File: config.mk
export PLATFORM = sky130hd
export DESIGN_NAME = rv32_fetch
export DESIGN_NICKNAME = d
export VERILOG_FILES = /design/src/rtl/rv32_fetch.sv
export SDC_FILE = /design/constraint.sdc
export NUM_CORES = 1
export LEC_CHECK = 0
export CAP_MARGIN = 5
export CELL_PAD_IN_SITES_DETAIL_PLACEMENT = 0
export CELL_PAD_IN_SITES_GLOBAL_PLACEMENT = 1
export CORE_MARGIN = 2
export CORE_UTILIZATION = 35
export CTS_BUF_LIST = sky130_fd_sc_hd__clkbuf_8
export CTS_CLUSTER_SIZE = 40
export DETAILED_ROUTE_END_ITERATION = 7
export GPL_ROUTABILITY_DRIVEN = 0
export HOLD_SLACK_MARGIN = 0.06
export PLACE_DENSITY_LB_ADDON = 0.05
export RECOVER_POWER = 100
export SYNTH_ARGS = -nofsm -noshare
export SYNTH_HDL_FRONTEND = slang
export SYNTH_SLANG_ARGS = --single-unit
File: constraint.sdc
create_clock -name clk -period 5.2 [get_ports clk]
set_input_delay 1.3 -clock clk [delete_from_list [all_inputs] [get_ports clk]]
set_output_delay 1.3 -clock clk [all_outputs]
set_load 0.005 [all_outputs]
File: src/rtl/rv32_fetch.sv
// rv32_fetch: sequential instruction fetch with credit-limited outstanding requests,
// an in-order response FIFO feeding execute, and redirect flush/discard handling.
module rv32_fetch #(
    parameter logic [31:0] RESET_PC   = 32'h0000_0000,
    parameter int unsigned FIFO_DEPTH = 2
) (
    input  logic        clk,
    input  logic        reset,
    output logic        imem_req_valid,
    input  logic        imem_req_ready,
    output logic [31:0] imem_req_addr,
    input  logic        imem_rsp_valid,
    input  logic [31:0] imem_rsp_data,
    input  logic        redirect_valid,
    input  logic [31:0] redirect_pc,
    output logic        iw_valid,
    input  logic        iw_ready,
    output logic [31:0] iw_out,
    output logic [31:0] pc_out
);
    localparam int unsigned CW      = $clog2(FIFO_DEPTH) + 1;
    localparam int unsigned PW      = $clog2(FIFO_DEPTH);
    localparam logic [31:0] NOP     = 32'h0000_0013;
    localparam logic [CW:0] DEPTH_C = FIFO_DEPTH[CW:0];

    typedef enum logic {
        BOOT,
        FETCH
    } state_e;

    state_e        state_q, state_d;
    logic [31:0]   fetch_pc_q, fetch_pc_d;
    logic [31:0]   rsp_pc_q, rsp_pc_d;
    logic [CW-1:0] outstanding_q, outstanding_d;
    logic [CW-1:0] discard_q, discard_d;
    logic [CW-1:0] count_q, count_d;
    logic [PW-1:0] rd_ptr_q, rd_ptr_d;
    logic [PW-1:0] wr_ptr_q, wr_ptr_d;
    logic [31:0]   pc_mem [FIFO_DEPTH];
    logic [31:0]   iw_mem [FIFO_DEPTH];

    logic [31:0]   redirect_base;
    logic [CW:0]   in_use;
    logic          req_fire;
    logic          rsp_to_disc;
    logic          rsp_to_out;
    logic          push;
    logic          pop;
    logic [CW-1:0] out_after;
    logic [CW-1:0] disc_after;
    logic          unused_redirect_bits;

    assign redirect_base        = {redirect_pc[31:2], 2'b00};
    assign unused_redirect_bits = ^redirect_pc[1:0];

    // Buffered words plus in-flight requests may never exceed the FIFO size.
    assign in_use         = {1'b0, outstanding_q} + {1'b0, count_q};
    assign imem_req_valid = (state_q == FETCH) && !redirect_valid && (in_use < DEPTH_C);
    assign imem_req_addr  = fetch_pc_q;
    assign req_fire       = imem_req_valid && imem_req_ready;

    assign rsp_to_disc = imem_rsp_valid && (discard_q != '0);
    assign rsp_to_out  = imem_rsp_valid && (discard_q == '0) && (outstanding_q != '0);
    assign push        = rsp_to_out && !redirect_valid;
    assign pop         = iw_valid && iw_ready;

    assign iw_valid = (count_q != '0);
    assign iw_out   = iw_valid ? iw_mem[rd_ptr_q] : NOP;
    assign pc_out   = iw_valid ? pc_mem[rd_ptr_q] : 32'h0000_0000;

    always_comb begin
        state_d = state_q;
        case (state_q)
            BOOT:    state_d = FETCH;
            default: state_d = state_q;
        endcase

        out_after     = outstanding_q + CW'(req_fire) - CW'(rsp_to_out);
        disc_after    = discard_q - CW'(rsp_to_disc);
        fetch_pc_d    = req_fire ? fetch_pc_q + 32'd4 : fetch_pc_q;
        rsp_pc_d      = push ? rsp_pc_q + 32'd4 : rsp_pc_q;
        outstanding_d = out_after;
        discard_d     = disc_after;
        count_d       = count_q + CW'(push) - CW'(pop);
        rd_ptr_d      = pop ? rd_ptr_q + PW'(1) : rd_ptr_q;
        wr_ptr_d      = push ? wr_ptr_q + PW'(1) : wr_ptr_q;

        // Everything still in flight becomes garbage to be dropped on arrival.
        if (redirect_valid) begin
            fetch_pc_d    = redirect_base;
            rsp_pc_d      = redirect_base;
            discard_d     = disc_after + out_after;
            outstanding_d = '0;
            count_d       = '0;
            rd_ptr_d      = '0;
            wr_ptr_d      = '0;
        end
    end

    always_ff @(posedge clk or negedge reset) begin
        if (!reset) begin
            state_q       <= BOOT;
            fetch_pc_q    <= RESET_PC;
            rsp_pc_q      <= RESET_PC;
            outstanding_q <= '0;
            discard_q     <= '0;
            count_q       <= '0;
            rd_ptr_q      <= '0;
            wr_ptr_q      <= '0;
        end else begin
            state_q       <= state_d;
            fetch_pc_q    <= fetch_pc_d;
            rsp_pc_q      <= rsp_pc_d;
            outstanding_q <= outstanding_d;
            discard_q     <= discard_d;
            count_q       <= count_d;
            rd_ptr_q      <= rd_ptr_d;
            wr_ptr_q      <= wr_ptr_d;
        end
    end

    always_ff @(posedge clk) begin
        if (push) begin
            pc_mem[wr_ptr_q] <= rsp_pc_q;
            iw_mem[wr_ptr_q] <= imem_rsp_data;
        end
    end

`ifndef SYNTHESIS
    // A response nobody asked for means the memory broke the request/response contract.
    always_ff @(posedge clk) begin
        if (reset) begin
            assert (!(imem_rsp_valid && (outstanding_q == '0) && (discard_q == '0)));
        end
    end
`endif

endmodule

==> flow_summary.toml <==
[timing]
fin_crit_sh_pct = 83.9
skew_ns = 0.0236
whs_ns = 0.527
final_max_slew_viol_count = 42
hold_viol_final = 0
period_minus_slack_ns = 4.36
setup_viol = 0
fin_setup_tns_ns = 0
slew_headroom_pct = -56.4
worstMarginPinSlew_ns = 2.35
rsz0062_at_grt = "false"
setup_ws_ns = 0.837
max_freq_ghz = 0.229

[clock_tree]
cts_sinks = 193
clk_latency_ns = 0.47
htree_num_levels = 4
cts_buffers = 17
cts_resized = 0
path_clk_slew_ns = 0.10
postCtsSetupRepairBufs = 0
cts_tree = "yes"
ctsHoldBuffers = 0
cts_root_buffer = "clkbuf_8"
clockBufferDepth = 2

[place]
numPortBuffers = 161
placed_cells = 1118
pre_cts_ws_ns = 1.25
post-dp-hpwl_um = 14100

[hold_path]
hp-class = "reg2reg"
hold_depth = 0

[critical_path]
start_kind = "input pin"
endpoint_kind = "output pin"
reg2regPathDepth = 12
worstPathArrival_ns = 3.06
critPathKind = "in2out"
cp_max_fo = 3
worstPathRequired_ns = 3.90

[yosys]
synth_area_um2 = 8650
ys_seq_elements = 193
syn_inst = 654
synth_ff_type = "edfxtp_1"
async_flop_share_pct = 35.8
synth_edf_count = 124
ys_seq_area_share_pct = 63.0
yosys.cell_types.count = 47
synth_warnings = 0
syn_avg_cell_area_um2 = 13.2

[die]
rows = 57
dieWidth_um = 161
die_area_um2 = 26000
fp.dieH_um = 161
pin_count = 168
initial_utilization_pct = 35.6
core_area_um2 = 24300

[drt]
met1Wirelength_um = 9730
routed.top_layer = "met4"
dr.first_iter.drc_count = 336
routed_wl_um = 20500
vias_per_cell = 4.87
drtAntennaViolNets = 0
firstDrtPassIters = 4
met3_length_um = 947
wire_per_inst_um = 17.8
vias = 5610
drc_errors = 0
wl_met2_um = 9460

[final_layout]
drive_gt1_share_pct = 11.0
area_growth_syn_to_layout_pct = 27.8
final_cell_mix = "dlygate4sd3_1, edfxtp_1, nor2_1"
nets = 892
instances_no_fill = 1151

[status]
outcome = "finished, violations left"
violations = "max-capacitance violations, max-slew violations"

[power_and_ir_drop]
p_per_area_nw_per_um2 = 372
ir_drop_v = 0.000211
power.leakage_nw = 4.01
power_mw = 4.11

[grt]
grt_pass1_vias = 5782
grt_max_degree = 64
overflow = 0
grtUsageTotal_pct = 16.2
antenna_found_initial = 0
grt_pass1_wl_um = 32600

[flow_run]
drv_cap = 1
==> metrics by stage <==
stage          utilization [%]  instance area [um2]
6_report                  45.4                11100
5_1_grt                   45.4                11000
4_1_cts                   45.5                11100
3_5_place_dp              43.7                10600
3_3_place_gp              43.7                10600
2_1_floorplan                -                 8660
==> flip-flops by register name, summed over array words and instances, names as in the netlist <==
register / cells
count_q: 2
discard_q: 2
imem_req_addr: 30
iw_mem: 64
outstanding_q: 2
pc_mem: 60
rd_ptr_q: 1
rsp_pc_q: 30
state_q: 1
wr_ptr_q: 1
==> cells by family (layout without fill, tap and decap cells) <==
family	after synthesis	count (layout)	synth area share, %
other cells	2	6	0.0869
mux	101	101	12.2
xor+xnor	61	61	6.18
flops	193	193	63.0
fa+ha+maj	9	9	1.39
buf+inv	44	213	2.36
compound gates	29	29	2.11
simple gates	215	215	12.6
==> power by group <==
group | leakage [nW] | switching, mW | total [mW] | internal, mW
Combinational | 1.85 | 0.485 | 1.10 | 0.619
Clock | 0.225 | 0.586 | 1.09 | 0.502
Sequential | 1.94 | 0.196 | 1.92 | 1.73
Total | 4.01 | 1.27 | 4.11 | 2.85
==> critical path: stages <==
cell,delay [ns]
dlygate4sd3_1,0.56
nor4b_1,0.55
dlygate4sd3_1,0.66
==> per-layer routing <==
layer	vias up	GRT usage (%)
met5	-	0
met3	19	3.11
met1	2755	22.4
li1	2677	-
met4	0	5.40
met2	159	25.7
==> layout make-up <==
type / count / area, um2
Antenna cell: 1 / 2.50
Multi-Input combinational cell: 420 / 3000
Fill cell: 2209 / 13300
Clock inverter: 15 / 216
Inverter: 10 / 37.5
Clock buffer: 17 / 234
Sequential cell: 193 / 5450
Tap cell: 324 / 405
Timing Repair Buffer: 171 / 1700
==> synthesized netlist by cell type (3+ instances only) <==
cell	n	area share, %
inv_1	10	0.43
and4_1	6	0.61
a21oi_1	8	0.46
dfrtp_1	69	20
mux2_2	38	4.9
nor2b_1	3	0.22
edfxtp_1	124	43
nor4_1	4	0.29
o211ai_1	5	0.43
xor2_1	24	2.4
nand2_1	35	1.5
nand3_1	23	1.3
mux2i_1	63	7.3
nor2_1	80	3.5
nand4_1	27	2.0
buf_1	6	0.26
and3_1	9	0.65
buf_4	4	0.35
and2_1	6	0.43
o21ai_0	8	0.46
ha_1	8	1.2
nor3_1	7	0.41
buf_2	6	0.35
clkbuf_1	15	0.65
xnor2_1	37	3.7
==> path summary, 6_finish.rpt <==
path                                         start                             to  slack (ns)
hold / removal             rsp_pc_q[8]$_DFFE_PN0N_         pc_mem[1][8]$_DFFE_PP_        0.53
setup reg to reg              count_q[0]$_DFF_PN0_         discard_q[1]$_DFF_PN0_        1.80
setup / recovery                    redirect_valid                 imem_req_valid        0.84
min in group asynchronous                    reset  imem_req_addr[29]$_DFFE_PN0N_        1.51
hold reg to reg            rsp_pc_q[8]$_DFFE_PN0N_         pc_mem[1][8]$_DFFE_PP_        0.53
max in group asynchronous                    reset           rd_ptr_q$_DFFE_PN0P_        2.01
Note: power is estimated with default switching activity, not from simulation.
